File: src/rtl/grant_burst_ctrl_pkg.sv
// Shared definitions for the arbiter and its downstream burst controller:
// controller state encodings and default sizing constants.
package arb_pkg;

    localparam int ARB_N     = 4;
    localparam int ARB_CNT_W = 4;

    typedef enum logic [1:0] {
        ST_IDLE    = 2'd0,
        ST_XFER    = 2'd1,
        ST_RELEASE = 2'd2
    } state_t;

endpackage

File: src/rtl/grant_burst_ctrl_if.sv
// Grant/burst handshake bundle between the requester side and the burst controller.
interface grant_burst_ctrl_if #(
    parameter int N     = 4,
    parameter int CNT_W = 4
);
    logic [N-1:0]     req;
    logic [N-1:0]     grant_in;
    logic [CNT_W-1:0] burst_len;
    logic             beat_valid;
    logic [N-1:0]     owner;
    logic             busy;
    logic             beat_ready;
    logic [CNT_W-1:0] beats_left;
    logic             done;
    logic             aborted;
    logic             grant_err;

    modport master (
        output req, grant_in, burst_len, beat_valid,
        input  owner, busy, beat_ready, beats_left, done, aborted, grant_err
    );

    modport slave (
        input  req, grant_in, burst_len, beat_valid,
        output owner, busy, beat_ready, beats_left, done, aborted, grant_err
    );
endinterface

File: src/rtl/grant_burst_ctrl_onehot_check.sv
// Classifies an N-bit vector as exactly one-hot or multi-hot (zero is neither).
module onehot_check #(
    parameter int N = 4
) (
    input  logic [N-1:0] i_vec,
    output logic         o_is_onehot,
    output logic         o_is_multi
);
    logic w_nonzero;
    logic w_single;

    // Clearing the lowest set bit leaves zero only for a single-bit vector.
    assign w_nonzero   = |i_vec;
    assign w_single    = ((i_vec & (i_vec - N'(1))) == '0);
    assign o_is_onehot = w_nonzero && w_single;
    assign o_is_multi  = w_nonzero && !w_single;
endmodule

File: src/rtl/grant_burst_ctrl.sv
// Locks ownership to the arbiter's one-hot winner for a programmable burst,
// counts accepted beats and reports completion/abort as single-cycle pulses.
module grant_burst_ctrl
    import arb_pkg::*;
#(
    parameter int N     = ARB_N,
    parameter int CNT_W = ARB_CNT_W
) (
    input  logic             clk,
    input  logic             reset,
    grant_burst_ctrl_if.slave bus
);
    state_t           r_state, w_state_nxt;
    logic [N-1:0]     r_owner, w_owner_nxt;
    logic [CNT_W-1:0] r_beats_left, w_beats_nxt;
    logic             r_busy, r_done, r_aborted, r_grant_err;
    logic             w_done_nxt, w_aborted_nxt, w_grant_err_nxt;
    logic             w_is_onehot, w_is_multi;
    logic             w_owner_req;

    onehot_check #(.N(N)) u_onehot (
        .i_vec       (bus.grant_in),
        .o_is_onehot (w_is_onehot),
        .o_is_multi  (w_is_multi)
    );

    assign w_owner_req = |(bus.req & r_owner);

    always_comb begin
        w_state_nxt     = r_state;
        w_owner_nxt     = r_owner;
        w_beats_nxt     = r_beats_left;
        w_done_nxt      = 1'b0;
        w_aborted_nxt   = 1'b0;
        w_grant_err_nxt = 1'b0;
        unique case (r_state)
            ST_IDLE: begin
                if (w_is_onehot) begin
                    w_state_nxt = ST_XFER;
                    w_owner_nxt = bus.grant_in;
                    w_beats_nxt = (bus.burst_len == '0) ? CNT_W'(1) : bus.burst_len;
                end else if (w_is_multi) begin
                    w_grant_err_nxt = 1'b1;
                end
            end
            ST_XFER: begin
                // A dropped request wins over a simultaneous beat.
                if (!w_owner_req) begin
                    w_state_nxt   = ST_RELEASE;
                    w_aborted_nxt = 1'b1;
                end else if (bus.beat_valid) begin
                    w_beats_nxt = r_beats_left - CNT_W'(1);
                    if (r_beats_left == CNT_W'(1)) begin
                        w_state_nxt = ST_RELEASE;
                        w_done_nxt  = 1'b1;
                    end
                end
            end
            ST_RELEASE: begin
                w_state_nxt = ST_IDLE;
                w_owner_nxt = '0;
            end
            default: begin
                w_state_nxt = ST_IDLE;
                w_owner_nxt = '0;
            end
        endcase
    end

    always_ff @(posedge clk or posedge reset) begin
        if (reset) begin
            r_state      <= ST_IDLE;
            r_owner      <= '0;
            r_beats_left <= '0;
            r_busy       <= 1'b0;
            r_done       <= 1'b0;
            r_aborted    <= 1'b0;
            r_grant_err  <= 1'b0;
        end else begin
            r_state      <= w_state_nxt;
            r_owner      <= w_owner_nxt;
            r_beats_left <= w_beats_nxt;
            r_busy       <= (w_state_nxt != ST_IDLE);
            r_done       <= w_done_nxt;
            r_aborted    <= w_aborted_nxt;
            r_grant_err  <= w_grant_err_nxt;
        end
    end

    assign bus.owner      = r_owner;
    assign bus.busy       = r_busy;
    assign bus.beat_ready = (r_state == ST_XFER);
    assign bus.beats_left = r_beats_left;
    assign bus.done       = r_done;
    assign bus.aborted    = r_aborted;
    assign bus.grant_err  = r_grant_err;
endmodule

File: src/flat_wrapper.sv
// flat-port wrapper written by rule: the top's interface ports become plain ports
module grant_burst_ctrl_flat import arb_pkg::*;
#(
    parameter int N     = ARB_N,
    parameter int CNT_W = ARB_CNT_W
)
  (clk, reset, bus_req, bus_grant_in, bus_burst_len, bus_beat_valid, bus_owner, bus_busy, bus_beat_ready, bus_beats_left, bus_done, bus_aborted, bus_grant_err);
  grant_burst_ctrl_if #(.N(N), .CNT_W(CNT_W)) bus_i ();
  input  logic clk;
  input  logic reset;
  input wire logic [$bits(bus_i.req)-1:0] bus_req;
  input wire logic [$bits(bus_i.grant_in)-1:0] bus_grant_in;
  input wire logic [$bits(bus_i.burst_len)-1:0] bus_burst_len;
  input wire logic [$bits(bus_i.beat_valid)-1:0] bus_beat_valid;
  output wire logic [$bits(bus_i.owner)-1:0] bus_owner;
  output wire logic [$bits(bus_i.busy)-1:0] bus_busy;
  output wire logic [$bits(bus_i.beat_ready)-1:0] bus_beat_ready;
  output wire logic [$bits(bus_i.beats_left)-1:0] bus_beats_left;
  output wire logic [$bits(bus_i.done)-1:0] bus_done;
  output wire logic [$bits(bus_i.aborted)-1:0] bus_aborted;
  output wire logic [$bits(bus_i.grant_err)-1:0] bus_grant_err;
  assign bus_i.req = bus_req;
  assign bus_i.grant_in = bus_grant_in;
  assign bus_i.burst_len = bus_burst_len;
  assign bus_i.beat_valid = bus_beat_valid;
  assign bus_owner = bus_i.owner;
  assign bus_busy = bus_i.busy;
  assign bus_beat_ready = bus_i.beat_ready;
  assign bus_beats_left = bus_i.beats_left;
  assign bus_done = bus_i.done;
  assign bus_aborted = bus_i.aborted;
  assign bus_grant_err = bus_i.grant_err;
  grant_burst_ctrl #(.N(N), .CNT_W(CNT_W)) u_core (.clk(clk), .reset(reset), .bus(bus_i));
endmodule
File: config.mk
export PLATFORM = sky130hd
export DESIGN_NAME = grant_burst_ctrl_flat
export DESIGN_NICKNAME = d
export VERILOG_FILES = /design/src/rtl/grant_burst_ctrl_pkg.sv /design/src/rtl/grant_burst_ctrl_if.sv /design/src/rtl/grant_burst_ctrl_onehot_check.sv /design/src/rtl/grant_burst_ctrl.sv /design/src/flat_wrapper.sv
export SDC_FILE = /design/constraint.sdc
export NUM_CORES = 1
export LEC_CHECK = 0
export ABC_CLOCK_PERIOD_IN_PS = 1500
export CORE_ASPECT_RATIO = 1.75
export CORE_MARGIN = 2
export CORE_UTILIZATION = 32
export DETAILED_ROUTE_END_ITERATION = 6
export PLACE_DENSITY = 0.63
export SLEW_MARGIN = 0
export SYNTH_ARGS = -nofsm -noshare
export SYNTH_HDL_FRONTEND = slang
export SYNTH_SLANG_ARGS = --single-unit
export TNS_END_PERCENT = 50
File: constraint.sdc
create_clock -name clk -period 1.5 [get_ports clk]
set_clock_uncertainty 0.1 [all_clocks]
set_input_delay 0.3 -clock clk [delete_from_list [all_inputs] [get_ports clk]]
set_output_delay 0.3 -clock clk [all_outputs]
set_load 0.02 [all_outputs]
**Word level (Yosys, flattened, before mapping)**

Cells that the tools add are included.

- Output and inout port bits: 13
- Logic and storage cells: 50
- Input port bits: 15
- Flip-flop bits (word level): 14

- Bitwise gates (word level): 3
- Equal/unequal tests: 5
- Muxes and demuxes: 21
- Reduce and logical (&&, ||, !) cells: 12
- $add $sub $neg: 2

Operators by type and width:

| cell | number |
|---|---|
| $mux 4 | 5 |
| $pmux 4 s2 | 2 |
| $mux 1 | 9 |
| $and 4x4->4 | 2 |
| $logic_not 4->1 | 2 |
| $mux 2 | 4 |
| $reduce_or 4->1 | 2 |
| $sub 4x1->4 const B | 2 |
| $eq 4x1->1 const B | 1 |
| $ne 2x2->1 const B | 2 |
| $pmux 2 s2 | 1 |
| $reduce_and 4->1 | 1 |
| $reduce_bool 2->1 | 2 |
| $eq 2x1->1 const B | 1 |
| $logic_and 1x1->1 | 2 |
| $logic_not 2->1 | 1 |
| $ne 2x1->1 const B | 1 |
| $reduce_and 2->1 | 1 |
| $logic_not 1->1 | 1 |
| $not 1->1 | 1 |

**Longest topological paths before layout**

- Depth after elaboration: 8
- Mapped depth: 5
- Gate-level depth less buffers: 5

**Hierarchy**

Synthesis repeated with hierarchy kept, for this count alone.

- Cell total of the unflattened synthesis: 74
- Area total of the unflattened synthesis: 730.7 µm²

Modules (own cells, without submodules):

| module | times used | area each (µm²) | cells each | sequential area each (µm²) |
|---|---|---|---|---|
| grant_burst_ctrl | 1 | 675.6 | 66 | 350.3 |
| onehot_check | 1 | 55.1 | 8 | 0.0 |

**Worst setup path before layout**

Ideal clock, no wire load.

- Path kind: input port to flip-flop
- From: input port bus_grant_in[1]
- To: register u_core.r_beats_left[1] (netlist: u_core.bus.beats_left[1])
- Path slack: -42 ps
- Buffers on the path: 0
- Arrival time: 1363 ps
- Library setup time: 79 ps
- Stages on the path: 4
- Required time: 1321 ps
- Cell sequence: or3_4 -> a211o_4 -> o21ai_2 -> mux2i_1

- Word-level cells in the longest chain between the ends: 6
- Elaborated cells between the ends (all ways): 7
- Classes of those cells: 1 x add/sub; 1 x eq/ne; 1 x bitwise; 4 x reduce/logical

Ends and longest elaborated chain:

| what | RTL line | source |
|---|---|---|
| from (decl) | flat_wrapper.sv:12 | `input wire logic [$bits(bus_i.grant_in)-1:0] bus_grant_in;` |
| $sub 4x1->4 | grant_burst_ctrl_onehot_check.sv:14 | `assign w_single = ((i_vec & (i_vec - N'(1))) == '0);` |
| $and 4x4->4 | grant_burst_ctrl_onehot_check.sv:14 |  |
| $logic_not 4->1 | grant_burst_ctrl_onehot_check.sv:14 |  |
| $logic_and 1x1->1 (*) | grant_burst_ctrl_onehot_check.sv:15 | `assign o_is_onehot = w_nonzero && w_single;` |
| $ne 2x2->1 (no line) (*) | - |  |
| $reduce_and 4->1 (no line) (*) | - |  |
| to (signal assigned) | grant_burst_ctrl.sv:82 | `r_beats_left <= w_beats_nxt;` |
| to (decl) | grant_burst_ctrl.sv:15 | `logic [CNT_W-1:0] r_beats_left, w_beats_nxt;` |

Every way passes the cells marked *; elsewhere a longest branch is shown, timed or not.
A chain may end at the register's enable or synchronous reset.

**Final worst setup path**

- From: register u_core.r_state[1]
- To: register u_core.r_beats_left[0] (netlist: u_core.bus.beats_left[0])

- Word-level cells in the longest chain between the ends: 3
- Elaborated cells between the ends (all ways): 8
- Classes of those cells: 4 x eq/ne; 1 x mux; 3 x reduce/logical

Ends and longest elaborated chain:

| what | RTL line | source |
|---|---|---|
| from (decl) | grant_burst_ctrl.sv:13 | `state_t r_state, w_state_nxt;` |
| from (signal assigned) | grant_burst_ctrl.sv:80 | `r_state <= w_state_nxt;` |
| $eq 2x1->1 / $logic_not 2->1 (equally long branches) | grant_burst_ctrl.sv:36 | `unique case (r_state)` |
| $ne 2x1->1 (no line), or another cell as far along | - |  |
| $reduce_and 4->1 (no line) | - |  |

Parallel ways exist; a longest one is shown, timed or not.

==> impl_metrics.toml <==
[clock_tree]
htreeDepth = 1
hold_buffers = 0
cts_sinks = 14
clk_pin_slew_ps = 60
numCtsBuffers = 3
cts_buffer_depth = 2
cts_tree = "built"
root_buffer = "clkbuf_8"
clk_latency_ps = 250

[synth]
synth_ff_type = "dfrtp_1"
ys_seq_area_share_pct = 42.7
synthCells = 84
async_flop_share_pct = 100
yosysWarningCount = 0
synthDistinctLibCells = 37
syn_area_um2 = 820
synth_edf_count = 0
postSynthAreaPerCell_um2 = 9.76
synth_nets = 101
ys_ff_latch = 14

[timing]
period_share_pct = 99.8
timing.fmax_mhz = 668
rsz0062_at_grt = "yes"
tightest_slew_ps = 362
max-slew-margin-rel_pct = 75.9
slew_violations = 0
finalHoldViolations = 0
setup_viol = 0
min_period_ps = 1500

[global_routing]
grt.overflow.total = 0
grt_pass1_wl_um = 3970
grt_max_degree = 15
grt_antenna_before_repair = 0
grt_pass1_vias = 879
grt_usage_pct = 17.7

[die]
start_util_pct = 33.3
die_h_um = 70.9
core_area_um2 = 2460
boundaryPins = 28
die_w_um = 42.3
rows = 24
die_area_um2 = 3000

[placed_design]
gp_congestion = 0.815
place_area_um2 = 1220
dp.cells = 149
port_buffers = 27
hpwl_um = 1780

[power]
p_leak_nw = 0.629
vdd_ir_drop_max_uv = 836
p_per_area_nw_per_um2 = 1860

[layout]
fillers = 229
layout-drive-gt1-share_pct = 35.1
final_nets = 149
final_cell_area_um2 = 1380
num_antenna_cells = 0
syn_to_final_growth_pct = 68.4
final_util_pct = 56.0
layoutNonFillerInstCount = 157

[critical_path]
worstPathRequired_ps = 1530
r2r_end = "u_core.bus.beats_left[0]"
rr_worst_depth = 5
startpoint = "u_core.r_state[1]"
end_kind = "flop"
crit_end = "u_core.bus.beats_left[0]"
r2r-start = "u_core.r_state[1]"
cp_data_arrival_time_ps = 1530
worst-r2r-setup-slack_ps = 4
startpoint_type = "flop"
crit_type = "flop to flop"
cp_max_fo = 5

[route]
post-route-drc-count = 0
route.vias.total = 851
drt_first_pass_iters = 4
ant_nets = 0
wirelength_um = 2390
wire_per_inst_um = 15.2
first_iter_violations = 13
viasPerCell = 5.42

[flow_run]
max-cap-violations = 0

[hold_path]
hold_class = "input pin to async pin"

[outcome]
status = "complete, no violations"
[synth_stat cells, types with 2 or more instances]
cell type,number,share of area [%]
nand2_1,4,1.8
o2bb2ai_1,3,3.2
a21boi_0,2,1.8
inv_1,9,4.1
a211oi_1,2,1.8
dfrtp_1,14,43
o21ai_0,3,1.8
clkbuf_1,2,0.92
nand3_1,2,1.2
o211ai_1,2,1.8
nor2_1,5,2.3
ha_1,2,3.1
a22oi_1,2,1.8
nor3b_1,2,1.8
a21oi_1,6,3.7
nor3_1,3,1.8
[registers in the layout (all words and copies together) (netlist names)]
| name | flops |
|---|---|
| u_core.bus.busy | 1 |
| u_core.bus.done | 1 |
| u_core.bus.owner | 4 |
| u_core.bus.beats_left | 4 |
| u_core.r_state | 2 |
| u_core.bus.grant_err | 1 |
| u_core.bus.aborted | 1 |
[critical path, stage by stage (launching register included)]
cell and delay [ps]:
dfrtp_1 380, buf_6 130, and3b_1 210, a21bo_4 260, nor4b_4 230, a211oi_2 70
[kinds of logic after synthesis]
kind of cell	Yosys count	share of synthesized area, %
AOI/OAI and AO/OA	30	28.5
and+or+nand+nor	24	17.1
DFF	14	42.7
buffers and inverters	11	5.04
adders and majority gates	3	4.27
xor gates and xnor gates	1	1.07
muxes	1	1.22
[power by group]
part	switching [W]	total, W	internal, W	leakage [nW]
clock	0.000146	0.000379	0.000233	0.0288
combinational	0.000820	0.00153	0.000708	0.427
sequential	0.000111	0.000658	0.000547	0.174
total	0.00108	0.00257	0.00149	0.629
[routing by layer]
layer	vias to the layer above	routed length (um)	global-route usage, %
met5	-	0	0
met4	0	57	10.1
met3	4	77	3.06
met2	23	1390	32.6
met1	421	867	17.9
li1	403	-	-
[cells in the final DEF (no fill, tap or decap), types with 2 or more instances in the layout]
cell / n
a211oi_2: 2
a21boi_2: 2
a21oi_1: 5
a22oi_2: 2
buf_2: 2
buf_4: 17
buf_6: 3
clkbuf_8: 4
clkdlybuf4s15_1: 2
clkdlybuf4s50_1: 10
dfrtp_1: 14
dlygate4sd2_1: 11
ha_1: 2
inv_1: 9
nand2_1: 4
nand3_1: 2
nor2_1: 5
nor3_1: 3
o211ai_1: 2
o21ai_0: 3
o2bb2ai_1: 3
[worst min path at each step]
| stage | from | to | slack (ps) |
|---|---|---|---|
| after floorplan | reset | u_core.bus.aborted | 90 |
| final | reset | u_core.bus.owner[3] | 240 |
| after CTS | reset | u_core.bus.aborted | 250 |
| after detailed placement | u_core.bus.owner[0] | u_core.bus.owner[0] | 430 |
| after global placement | u_core.bus.owner[0] | u_core.bus.owner[0] | 420 |
| after global routing | reset | u_core.bus.beats_left[3] | 270 |
[timing repair]
item / CTS / global route
pin swaps: 10 / 5
endpoints found under the setup margin: 23 / 8
gates cloned: 0 / 0
resized for setup: 41 / 11
buffers inserted: 3 / 1
[stage by stage]
stage	hold slack, ps	total power, W	TNS (ps)	worst slack, ps
2_1_floorplan	89.2	0.00142	-87.9	-41.9
3_3_place_gp	419	0.00209	-5350	-576
3_5_place_dp	427	0.00211	-5540	-557
4_1_cts	254	0.00250	-25.4	-25.4
5_1_grt	273	0.00273	-126	-53.3
6_report	241	0.00257	0	3.63
[layout make-up]
type / instances / area [um2] / area share [%]
Tap cell: 26 / 32.5 / 2.36
Multi-Input combinational cell: 59 / 520 / 37.7
Inverter: 9 / 33.8 / 2.45
Sequential cell: 14 / 350 / 25.4
Clock buffer: 4 / 55.1 / 3.99
Timing Repair Buffer: 45 / 388 / 28.1
Note: power is estimated with default switching activity, not from simulation.
